$ cat config.mk
export PLATFORM = sky130hd
export DESIGN_NAME = unmixsx32_flat
export DESIGN_NICKNAME = d
export VERILOG_FILES = /design/src/rtl/unmixsx32_pkg.sv /design/src/rtl/unmixsx32_if.sv /design/src/rtl/unmixsx32_word32_select.sv /design/src/rtl/unmixsx32.sv /design/src/flat_wrapper.sv
export SDC_FILE = /design/constraint.sdc
export NUM_CORES = 1
export LEC_CHECK = 0
export BUFFER_PORTS_ARGS = -buffer_cell sky130_fd_sc_hd__buf_2
export CAP_MARGIN = 20
export CORE_MARGIN = 5
export CORE_UTILIZATION = 38
export CTS_BUF_LIST = sky130_fd_sc_hd__clkbuf_4 sky130_fd_sc_hd__clkbuf_8
export CTS_CLUSTER_SIZE = 30
export DETAILED_ROUTE_END_ITERATION = 7
export REMOVE_ABC_BUFFERS = 1
export SYNTH_ARGS = -nofsm -noshare
export SYNTH_HDL_FRONTEND = slang
export SYNTH_SLANG_ARGS = --single-unit
$ cat constraint.sdc
create_clock -name clk -period 2.55 [get_ports clk]
set_input_delay 0.51 -clock clk [delete_from_list [all_inputs] [get_ports clk]]
set_output_delay 0.51 -clock clk [all_outputs]
set_load 0.03 [all_outputs]
$ cat src/rtl/unmixsx32_pkg.sv
// Shared types and helpers for the mixsx32 / unmixsx32 key-mixing pair.
package unmix_pkg;

  typedef enum logic [1:0] {
    IDLE = 2'd0,
    LOAD = 2'd1,
    RUN  = 2'd2,
    DONE = 2'd3
  } state_t;

  localparam int WORD32 = 32;

  function automatic int idx_width(input int n);
    return $clog2(n);
  endfunction

endpackage

$ cat src/rtl/unmixsx32_if.sv
// Operand/result bundle for unmixsx32: start request, mixed state, key words, indices and status.
interface unmixsx32_if #(
  parameter int CWORDS64 = 2,
  parameter int XWORDS32 = 2
);
  import unmix_pkg::*;

  localparam int IDX_WIDTH = idx_width(XWORDS32);

  logic                          start;
  logic [CWORDS64*64-1:0]        cin;
  logic [XWORDS32*WORD32-1:0]    x;
  logic [CWORDS64*IDX_WIDTH-1:0] d;
  logic [CWORDS64*64-1:0]        c_out;
  logic                          busy;
  logic                          done;
  logic                          data_rdy;
  logic                          idx_err;

  modport master (
    output start, cin, x, d,
    input  c_out, busy, done, data_rdy, idx_err
  );

  modport slave (
    input  start, cin, x, d,
    output c_out, busy, done, data_rdy, idx_err
  );

endinterface

$ cat src/rtl/unmixsx32_word32_select.sv
// Combinational 32-bit slice select by index, with a flag for indices past the last word.
module word32_select
  import unmix_pkg::*;
#(
  parameter int NWORDS = 2,
  localparam int IW    = idx_width(NWORDS)
) (
  input  logic [NWORDS*WORD32-1:0] words,
  input  logic [IW-1:0]            idx,
  output logic [WORD32-1:0]        word,
  output logic                     oor
);

  logic [WORD32-1:0] slices [NWORDS];

  generate
    for (genvar gi = 0; gi < NWORDS; gi++) begin : g_slice
      assign slices[gi] = words[gi*WORD32 +: WORD32];
    end
  endgenerate

  // Out-of-range indices yield zero so the caller never sees an undefined slice.
  always_comb begin
    oor  = (int'(idx) >= NWORDS);
    word = '0;
    if (!oor) begin
      word = slices[idx];
    end
  end

endmodule

$ cat src/rtl/unmixsx32.sv
// Inverse key mix: XORs the low half of each 64-bit state word with an indexed key word, one word per cycle.
module unmixsx32
  import unmix_pkg::*;
#(
  parameter int CWORDS64 = 2,
  parameter int XWORDS32 = 2
) (
  input logic        clk,
  input logic        reset,
  unmixsx32_if.slave bus
);

  localparam int IDX_WIDTH = idx_width(XWORDS32);
  localparam int CNT_W     = $clog2(CWORDS64) + 1;

  state_t                        state_reg, state_next;
  logic [CWORDS64*64-1:0]        cin_r, c_out_reg;
  logic [XWORDS32*WORD32-1:0]    x_r;
  logic [CWORDS64*IDX_WIDTH-1:0] d_r;
  logic [CNT_W-1:0]              cnt_reg;
  logic                          data_rdy_reg, idx_err_reg;
  logic [IDX_WIDTH-1:0]          d_fields [CWORDS64];
  logic [IDX_WIDTH-1:0]          d_k;
  logic [WORD32-1:0]             x_sel;
  logic                          x_oor;
  logic                          last_word;

  generate
    for (genvar gi = 0; gi < CWORDS64; gi++) begin : g_dfield
      assign d_fields[gi] = d_r[gi*IDX_WIDTH +: IDX_WIDTH];
    end
  endgenerate

  always_comb begin
    d_k = '0;
    for (int i = 0; i < CWORDS64; i++) begin
      if (cnt_reg == CNT_W'(i)) begin
        d_k = d_fields[i];
      end
    end
  end

  word32_select #(.NWORDS(XWORDS32)) u_sel (
    .words (x_r),
    .idx   (d_k),
    .word  (x_sel),
    .oor   (x_oor)
  );

  assign last_word = (cnt_reg == CNT_W'(CWORDS64 - 1));

  always_ff @(posedge clk) begin
    if (reset) begin
      state_reg <= IDLE;
    end else begin
      state_reg <= state_next;
    end
  end

  always_comb begin
    state_next = state_reg;
    case (state_reg)
      IDLE:    if (bus.start) state_next = LOAD;
      LOAD:    state_next = RUN;
      RUN:     if (last_word) state_next = DONE;
      DONE:    state_next = IDLE;
      default: state_next = IDLE;
    endcase
  end

  always_ff @(posedge clk) begin
    if (reset) begin
      cin_r        <= '0;
      x_r          <= '0;
      d_r          <= '0;
      c_out_reg    <= '0;
      cnt_reg      <= '0;
      data_rdy_reg <= 1'b0;
      idx_err_reg  <= 1'b0;
    end else begin
      case (state_reg)
        IDLE: begin
          if (bus.start) begin
            cin_r        <= bus.cin;
            x_r          <= bus.x;
            d_r          <= bus.d;
            data_rdy_reg <= 1'b0;
            idx_err_reg  <= 1'b0;
          end
        end
        LOAD: begin
          cnt_reg   <= '0;
          c_out_reg <= cin_r;
        end
        RUN: begin
          // A bad index leaves the word exactly as loaded, upper and lower halves.
          for (int i = 0; i < CWORDS64; i++) begin
            if (cnt_reg == CNT_W'(i) && !x_oor) begin
              c_out_reg[i*64 +: WORD32] <= cin_r[i*64 +: WORD32] ^ x_sel;
            end
          end
          if (x_oor) begin
            idx_err_reg <= 1'b1;
          end
          if (last_word) begin
            data_rdy_reg <= 1'b1;
          end else begin
            cnt_reg <= cnt_reg + CNT_W'(1);
          end
        end
        default: ;
      endcase
    end
  end

  assign bus.c_out    = c_out_reg;
  assign bus.busy     = (state_reg != IDLE);
  assign bus.done     = (state_reg == DONE);
  assign bus.data_rdy = data_rdy_reg;
  assign bus.idx_err  = idx_err_reg;

endmodule

$ cat src/flat_wrapper.sv
// flat-port wrapper written by rule: the top's interface ports become plain ports
module unmixsx32_flat import unmix_pkg::*;
#(
  parameter int CWORDS64 = 2,
  parameter int XWORDS32 = 2
)
  (clk, reset, bus_start, bus_cin, bus_x, bus_d, bus_c_out, bus_busy, bus_done, bus_data_rdy, bus_idx_err);
  unmixsx32_if #(.CWORDS64(CWORDS64), .XWORDS32(XWORDS32)) bus_i ();
  input logic clk;
  input logic reset;
  input wire logic [$bits(bus_i.start)-1:0] bus_start;
  input wire logic [$bits(bus_i.cin)-1:0] bus_cin;
  input wire logic [$bits(bus_i.x)-1:0] bus_x;
  input wire logic [$bits(bus_i.d)-1:0] bus_d;
  output wire logic [$bits(bus_i.c_out)-1:0] bus_c_out;
  output wire logic [$bits(bus_i.busy)-1:0] bus_busy;
  output wire logic [$bits(bus_i.done)-1:0] bus_done;
  output wire logic [$bits(bus_i.data_rdy)-1:0] bus_data_rdy;
  output wire logic [$bits(bus_i.idx_err)-1:0] bus_idx_err;
  assign bus_i.start = bus_start;
  assign bus_i.cin = bus_cin;
  assign bus_i.x = bus_x;
  assign bus_i.d = bus_d;
  assign bus_c_out = bus_i.c_out;
  assign bus_busy = bus_i.busy;
  assign bus_done = bus_i.done;
  assign bus_data_rdy = bus_i.data_rdy;
  assign bus_idx_err = bus_i.idx_err;
  unmixsx32 #(.CWORDS64(CWORDS64), .XWORDS32(XWORDS32)) u_core (.clk(clk), .reset(reset), .bus(bus_i));
endmodule
==> flow_summary_export.csv, run 1 <==
group,metric,value,unit
sta,drv_slew,0,
hold_path,hp-start,"bus_d[0]",
die,die_area,39300,µm²
sta,hold_slack,121,ps
global_route,grt_pass1_wl,59000,µm
worst_setup_path,r2r_start,"u_core.cnt_reg[1]",
worst_setup_path,worstPathRequired,2040,ps
clocking,cts.repair.resized,0,
clocking,cts_tree,"built",
job,drv_cap,0,
power,power_density,1200,nW/µm²
power,cellLeakagePower,6.60,nW
detailed_routing,post_drt_wl_per_cell,16.5,µm
sta,fin_skew,22.6,ps
clocking,cts_setup_buffers,0,
sta,rsz0062_at_grt,"false",
logic_synthesis,synth_edf_count,0,
logic_synthesis,yosysTopAreaCellShare,48.7,%
clocking,ctsHoldBuffers,0,
clocking,clock_latency,620,ps
sta,finalHoldViolations,0,
detailed_routing,viasPerCell,4.98,
layout,drive_gt1_share,29.6,%
placed_design,dp_hpwl,24700,µm
logic_synthesis,syn_avg_cell_area,8.85,µm²
worst_setup_path,crit_arrival,1770,ps
logic_synthesis,yosysTopAreaCell,"dfxtp_1",
logic_synthesis,yosysMostFrequentCell,"nand2_1",
die,die_w,198,µm
clocking,ctsHtreeMaxLevel,2,
worst_setup_path,worstSetupEndpointType,"primary output",
detailed_routing,first_iter_violations,361,
logic_synthesis,postSynth.asyncResetShare,0,%
logic_synthesis,ys_ff_latch,327,
logic_synthesis,synth_commonest_cells,"nand2_1, dfxtp_1, a21oi_1",
detailed_routing,drc,0,
layout,layout.nets,2014,
sta,worstMarginPinSlew,582,ps
sta,slew-limit-headroom,61.2,%
layout,stdcell_count,2314,
detailed_routing,ant_nets,0,
clocking,cts_root_buffer,"clkbuf_8",
sta,setup_tns,0,ps
detailed_routing,drtPass1Iterations,4,
logic_synthesis,yosysSeqAreaShare,48.7,%
worst_setup_path,r2r_slack,330,ps
logic_synthesis,synthCells,1519,
die,design.core.area,35200,µm²
logic_synthesis,yosysUniqueCellTypes,30,
placed_design,detailedPlace.worstSlack,351,ps
worst_setup_path,crit_path_start,"u_core.state_reg[0]",
die,placementRows,69,
detailed_routing,vias,11500,
worst_setup_path,setup.worst_path.end,"bus_busy",
sta,fmax,438,MHz
layout,fillers,3500,
worst_setup_path,start_kind,"register",
placed_design,gp_congestion,0.758,
die,initial_core_util,38.2,%
run_status,status,"finished, final reports clean",
global_route,grt_antenna_before_repair,9,
die,dieHeight,198,µm
global_route,grt_max_degree,104,
power,vdd_drop_max,0.709,mV
clocking,cts_buffers,55,
global_route,grt_pass1_vias,11400,
sta,setup_ws,266,ps
global_route,track_usage,18.5,%
layout,final_util,47.7,%
worst_setup_path,crit_fanout,4,
worst_setup_path,reg2reg_depth,7,
detailed_routing,wl,38200,µm
logic_synthesis,yosys_warnings,0,
logic_synthesis,synth_ff_type,"dfxtp_1",
hold_path,hp-class,"input pin to register",
placed_design,portBuffers,327,
sta,min_period,2280,ps
worst_setup_path,r2r_end,"u_core.bus.c_out[19]",
placed_design,place_inst,2214,
worst_setup_path,critical_path_class,"register to primary output",
logic_synthesis,synth_area,13400,µm²
clocking,cts.sinks,327,
sta,setup_viol,0,
clocking,clk_pin_slew,60,ps
sta,fin_crit_sh,89.6,%
clocking,clockBufferDepth,3,
global_route,grt-ovfl-total,0,
logic_synthesis,yosys-top-cells-area,"dfxtp_1, nand2_1, a21oi_1",
layout,area_growth,24.9,%
die,ioPinCount,329,
==> critical path, cell delays in order, from the launching register on <==
cell and delay (ps):
dfxtp_1 420, inv_1 130, ha_1 310, inv_1 90, buf_2 200
==> layout by cell type, fill, tap and decap left out, drive strengths merged, types with 3 or more instances in the layout <==
cell type / synthesis / routed
o21ai: 66 / 66
mux2i: 64 / 64
buf: 33 / 352
nor2: 134 / 134
nand2: 395 / 395
a21oi: 228 / 228
nor3: 3 / 3
dfxtp: 327 / 327
ha: 7 / 7
clkinv: 0 / 4
inv: 5 / 5
or3: 64 / 64
clkbuf: 85 / 91
a311oi: 64 / 64
o31ai: 32 / 32
diode: 0 / 3
==> layer usage <==
| layer | global-route usage [%] | up-vias | wire length, µm | share of wire, % |
|---|---|---|---|---|
| li1 | - | 5791 | - | - |
| met4 | 6.04 | 14 | 852 | 2.2 |
| met5 | 0 | - | 67 | 0.18 |
| met1 | 23.2 | 5306 | 16400 | 43 |
| met3 | 7.15 | 75 | 3660 | 9.6 |
| met2 | 29.5 | 343 | 17200 | 45 |
==> cell type report <==
class	count	area (µm²)	share of cell area (%)
multi-input combinational	1069	6330	37.7
inverter	5	18.8	0.112
clock buffer	91	1160	6.90
clock inverter	6	80.1	0.477
sequential	327	6550	39.0
timing repair buffer	352	2080	12.4
antenna	3	7.51	0.0447
tap	461	577	3.43
==> per-stage QoR <==
| step | total power [W] | cell area, µm² |
|---|---|---|
| 6_report | 0.0202 | 16800 |
| 2_1_floorplan | 0.0122 | 12800 |
| 3_3_place_gp | 0.0151 | 15600 |
| 3_5_place_dp | 0.0153 | 15600 |
| 4_1_cts | 0.0205 | 16800 |
| 5_1_grt | 0.0215 | 16800 |
==> how the worst min path moves through the flow <==
| stage | end | depth (start not counted) |
|---|---|---|
| 2_1_floorplan | u_core.cin_r[100] | 2 |
| 3_3_place_gp | u_core.cin_r[97] | 2 |
| 3_5_place_dp | u_core.x_r[49] | 2 |
| 4_1_cts | u_core.d_r[0] | 3 |
| 5_1_grt | u_core.x_r[13] | 3 |
| 6_report | u_core.d_r[0] | 3 |
==> report_power, final <==
part	switching (W)	total (W)	internal (W)
logic	0.00525	0.00794	0.00269
clock network	0.00211	0.00516	0.00305
registers	0.000768	0.00712	0.00635
==> cells by family after synthesis <==
group / Yosys count / share of synthesized area (%)
buffers and inverters: 123 / 4.68
AOI/OAI and AO/OA: 392 / 22.9
and+or+nand+nor: 604 / 18.3
xor gates and xnor gates: 1 / 0.0651
DFF: 327 / 48.7
other: 1 / 0.0279
muxes: 64 / 4.76
adders and majority gates: 7 / 0.651
No activity file was read; power rests on OpenSTA's default activity.
==> inputs of run 2 (changes only) <==
--- a/config.mk
+++ b/config.mk
@@ -12,6 +12,7 @@
 export CTS_BUF_LIST = sky130_fd_sc_hd__clkbuf_4 sky130_fd_sc_hd__clkbuf_8
 export CTS_CLUSTER_SIZE = 30
 export DETAILED_ROUTE_END_ITERATION = 7
+export PLACE_DENSITY_LB_ADDON = 0.15
 export REMOVE_ABC_BUFFERS = 1
 export SYNTH_ARGS = -nofsm -noshare
 export SYNTH_HDL_FRONTEND = slang
==> run 2 against run 1 <==
- sequential power about the same
- total power down 0.69%
- first-iteration DRC count grew 38%
- critical path depth did not move
==> flow_summary_export.csv, run 2 (same netlist as run 1, synthesis figures left out) <==
group,metric,value,unit
power,vdd_drop_max,0.745,mV
worst_setup_path,cp_cell_sequence,"inv_1 > ha_1 > inv_1 > buf_2",
sta,rsz0062_at_grt,"false",
die,initial_core_util,38.2,%
detailed_routing,post_drt_wl_per_cell,16.4,µm
worst_setup_path,reg2reg_depth,7,
run_status,status,"finished, final reports clean",
worst_setup_path,critical_path_class,"register to primary output",
sta,min_period,2320,ps
worst_setup_path,max_stage_delay,430,ps
placed_design,place_area,15600,µm²
power,power_density,1190,nW/µm²
power,cellLeakagePower,6.62,nW
worst_setup_path,worstSetupEndpointType,"primary output",
worst_setup_path,cp_slowest_cell,"dfxtp_1",
clocking,ctsHoldBuffers,0,
die,design.core.area,35200,µm²
clocking,cts_tree,"built",
worst_setup_path,r2r_start,"u_core.cnt_reg[1]",
placed_design,detailedPlace.worstSlack,373,ps
layout,mostFrequentLayoutCells,"nand2_1, dfxtp_1, buf_2",
worst_setup_path,r2r_slack,360,ps
detailed_routing,drtPass1Iterations,4,
worst_setup_path,cpLargestDelayFamily,"buffers and inverters",
die,placementRows,69,
job,drv_cap,0,
clocking,clock_latency,640,ps
layout,fin_area,16800,µm²
detailed_routing,ant_nets,0,
sta,fmax,432,MHz
worst_setup_path,start_kind,"register",
worst_setup_path,crit_fanout,4,
detailed_routing,viasPerCell,4.93,
worst_setup_path,setup.worst_path.end,"bus_busy",
hold_path,hp-class,"input pin to register",
clocking,cts.repair.resized,0,
die,die_w,198,µm
worst_setup_path,worstPathRequired,2040,ps
detailed_routing,first_iter_violations,497,
placed_design,place_inst,2220,
sta,finalHoldViolations,0,
global_route,grt-ovfl-total,0,
global_route,grt_pass1_wl,59600,µm
clocking,cts_setup_buffers,0,
global_route,track_usage,18.8,%
layout,layout.nets,2022,
layout,drive_gt1_share,30.0,%
sta,setup_ws,234,ps
clocking,ctsHtreeMaxLevel,2,
sta,slew-limit-headroom,65.0,%
sta,setup_tns,0,ps
layout,area_growth,25.0,%
sta,setup_viol,0,
detailed_routing,wl,38000,µm
sta,drv_slew,0,
layout,stdcell_count,2321,
sta,worstMarginPinSlew,524,ps
worst_setup_path,crit_path_start,"u_core.state_reg[0]",
die,ioPinCount,329,
global_route,grt_max_degree,103,
layout,fillers,3529,
sta,fin_crit_sh,90.8,%
placed_design,dp_hpwl,25300,µm
global_route,grt_antenna_before_repair,8,
clocking,cts_root_buffer,"clkbuf_8",
sta,fin_skew,28.3,ps
detailed_routing,drc,0,
clocking,cts_buffers,57,
worst_setup_path,r2r_end,"u_core.bus.c_out[64]",
detailed_routing,vias,11500,
placed_design,gp_congestion,0.752,
clocking,clockBufferDepth,3,
die,dieHeight,198,µm
worst_setup_path,cpMostUsedCell,"inv_1",
placed_design,portBuffers,327,
global_route,grt_pass1_vias,11200,
worst_setup_path,crit_arrival,1810,ps
clocking,cts.sinks,327,
layout,final_common_cell,"nand2_1",
worst_setup_path,path_buf_inv,3,
clocking,clk_pin_slew,60,ps
die,die_area,39300,µm²
worst_setup_path,crit_cells,4,
-- run 2: tightest hold or removal path: stages --
cell	delay [ps]
buf_2	90
nand2_1	40
a21oi_1	50
-- run 2: per-stage QoR --
step	hold WS [ps]	util (%)	total power [W]
final	103	47.7	0.0201
after global placement	441	44.3	0.0152
after floorplan	430	-	0.0122
after global routing	67.2	47.7	0.0214
after detailed placement	447	44.3	0.0153
after CTS	37.6	47.7	0.0204
-- run 2: cell type report --
cell class / count / area, µm² / area share (%)
sequential: 327 / 6550 / 38.9
multi-input combinational: 1069 / 6330 / 37.7
timing repair buffer: 358 / 2130 / 12.7
clock buffer: 90 / 1150 / 6.85
tap: 461 / 577 / 3.43
clock inverter: 10 / 56.3 / 0.335
inverter: 5 / 18.8 / 0.112
antenna: 1 / 2.50 / 0.0149
-- run 2: power breakdown --
group	leakage (nW)	switching [W]	internal, W
Combinational	3.30	0.00525	0.00273
Sequential	2.68	0.000754	0.00635
Clock	0.646	0.00214	0.00284
Total	6.62	0.00814	0.0119
-- run 2: worst min-delay path by stage --
| stage | start | endpoint | slack [ps] | cells after the start |
|---|---|---|---|---|
| finish | bus_cin[44] | u_core.cin_r[44] | 100 | 3 |
| detailed placement | u_core.x_r[60] | u_core.x_r[60] | 450 | 2 |
| global route | bus_cin[114] | u_core.cin_r[114] | 70 | 3 |
| CTS | bus_cin[44] | u_core.cin_r[44] | 40 | 3 |
| global placement | u_core.cin_r[48] | u_core.cin_r[48] | 440 | 2 |
| floorplan | u_core.cin_r[100] | u_core.cin_r[100] | 430 | 2 |
-- run 2: layer usage --
metal | up-vias | share of wire [%] | GRT usage, % | wire length (µm)
met5 | - | 0.22 | 0 | 83
met1 | 5252 | 44 | 24.4 | 16800
met2 | 314 | 45 | 29.5 | 16900
met4 | 14 | 2.2 | 6.07 | 839
li1 | 5804 | - | - | -
met3 | 68 | 8.7 | 6.50 | 3310
==> inputs of run 3 (changes only) <==
--- a/config.mk
+++ b/config.mk
@@ -8,7 +8,7 @@
 export BUFFER_PORTS_ARGS = -buffer_cell sky130_fd_sc_hd__buf_2
 export CAP_MARGIN = 20
 export CORE_MARGIN = 5
-export CORE_UTILIZATION = 38
+export CORE_UTILIZATION = 45
 export CTS_BUF_LIST = sky130_fd_sc_hd__clkbuf_4 sky130_fd_sc_hd__clkbuf_8
 export CTS_CLUSTER_SIZE = 30
 export DETAILED_ROUTE_END_ITERATION = 7
==> run 3 against run 2 <==
- worst setup slack improved by 65 ps
- final cell count decreased by 2.8%
- non-clock buffer count is 10 higher
- flip-flop and latch count is the same
- total power up 0.47%
- combinational power increased by 1%
- sequential share of layout area about the same
- largest power group unchanged
==> flow_summary_export.csv, run 3 (same netlist as run 1, synthesis figures left out) <==
group,metric,value,unit
worst_setup_path,crit_fanout,4,
worst_setup_path,reg2reg_depth,6,
placed_design,dp_hpwl,24700,µm
global_route,grt_pass1_wl,57900,µm
die,die_w,183,µm
power,vdd_drop_max,0.621,mV
layout,stdcell_count,2256,
global_route,grt_antenna_before_repair,9,
power,p_comb_share,40.1,%
clocking,cts_tree,"built",
power,pwr-share-seq,35.3,%
placed_design,gp_congestion,0.767,
hold_path,hp-class,"input pin to register",
layout,layout.nets,2030,
sta,setup_tns,0,ps
clocking,clock_latency,570,ps
worst_setup_path,crit_arrival,1740,ps
sta,drv_slew,0,
worst_setup_path,worstSetupEndpointType,"primary output",
power,switching_power,0.00802,W
sta,min_period,2250,ps
placed_design,portBuffers,327,
layout,area_growth,25.1,%
clocking,cts_buffers,55,
global_route,grt-ovfl-total,0,
die,placementRows,63,
clocking,cts_root_buffer,"clkbuf_8",
sta,fin_skew,23.3,ps
layout,multi_input_area,6330,µm²
detailed_routing,wl,36400,µm
clocking,clk_pin_slew,60,ps
worst_setup_path,start_kind,"register",
global_route,grt_max_degree,67,
clocking,ctsHoldBuffers,0,
clocking,cts_setup_buffers,0,
sta,setup_viol,0,
placed_design,place_area,15600,µm²
sta,fmax,444,MHz
die,die_area,33400,µm²
sta,fin_crit_sh,88.3,%
die,ioPinCount,329,
sta,hold_slack,176,ps
sta,finalHoldViolations,0,
layout,n_antenna_cell,0,
global_route,grt_pass1_vias,11300,
layout,drive_gt1_share,30.2,%
worst_setup_path,worstPathRequired,2040,ps
layout,fin_area,16800,µm²
detailed_routing,post_drt_wl_per_cell,16.1,µm
detailed_routing,vias,11500,
power,cellLeakagePower,6.68,nW
power,power_density,1200,nW/µm²
layout,fillers,2771,
die,initial_core_util,45.5,%
detailed_routing,drtPass1Iterations,4,
power,pwr-share-clk,24.6,%
detailed_routing,drc,0,
placed_design,place_inst,2159,
layout,mostFrequentLayoutCells,"nand2_1, dfxtp_1, buf_2",
clocking,cts.sinks,327,
layout,final_common_cell,"nand2_1",
detailed_routing,viasPerCell,5.11,
clocking,ctsHtreeMaxLevel,2,
hold_path,hold_depth,3,
worst_setup_path,critical_path_class,"register to primary output",
detailed_routing,first_iter_violations,562,
die,design.core.area,29600,µm²
power,p_total,0.0202,W
power,p_int,0.0121,W
power,p_sw_share,39.8,%
run_status,status,"finished, final reports clean",
global_route,track_usage,20.9,%
clocking,cts.repair.resized,0,
layout,ff_latch_area,6550,µm²
job,drv_cap,0,
clocking,clockBufferDepth,3,
detailed_routing,ant_nets,0,
die,dieHeight,183,µm
sta,rsz0062_at_grt,"false",
## run 3: per-stage QoR
stage | setup WS (ps) | util (%)
4_1_cts | 230 | 56.9
3_5_place_dp | 344 | 52.9
2_1_floorplan | -2240 | -
3_3_place_gp | 395 | 52.9
5_1_grt | 164 | 56.9
6_report | 299 | 56.9
## run 3: path summary, 6_finish.rpt
kind | end | startpoint | slack [ps]
setup / recovery | bus_busy | u_core.state_reg[0] | 300
hold / removal | u_core.cin_r[19] | bus_cin[19] | 180
setup reg to reg | u_core.bus.c_out[77] | u_core.cnt_reg[0] | 330
hold reg to reg | u_core.cin_r[98] | u_core.cin_r[98] | 450
## run 3: area by class of cell
class / instances / area share (%)
clock buffers: 88 / 6.53
clock inverters: 9 / 0.565
inverters: 5 / 0.112
multi-input cells: 1069 / 37.6
flip-flops and latches: 327 / 38.9
well taps: 390 / 2.90
repair buffers: 368 / 13.4
## run 3: metal layers
metal  GRT usage [%]  share of wire, %  up-vias
li1                -                 -     5820
met1            26.3                42     5276
met2            34.2                46      339
met3            7.60               9.3       70
met4            5.63               2.1       18
met5               0              0.31        -
## run 3: power by group through the flow
| stage | logic, W | registers [W] | clock network, W |
|---|---|---|---|
| global placement | 0.00809 | 0.00720 | 0 |
| CTS | 0.00821 | 0.00712 | 0.00509 |
| global route | 0.00883 | 0.00727 | 0.00536 |
| floorplan | 0.00439 | 0.00778 | 0 |
| finish | 0.00809 | 0.00712 | 0.00496 |
| detailed placement | 0.00820 | 0.00723 | 0 |
## run 3: critical path: stages, from the launching register on
cell and delay [ps]:
dfxtp_1 440, inv_1 140, ha_1 300, inv_1 100, buf_2 200
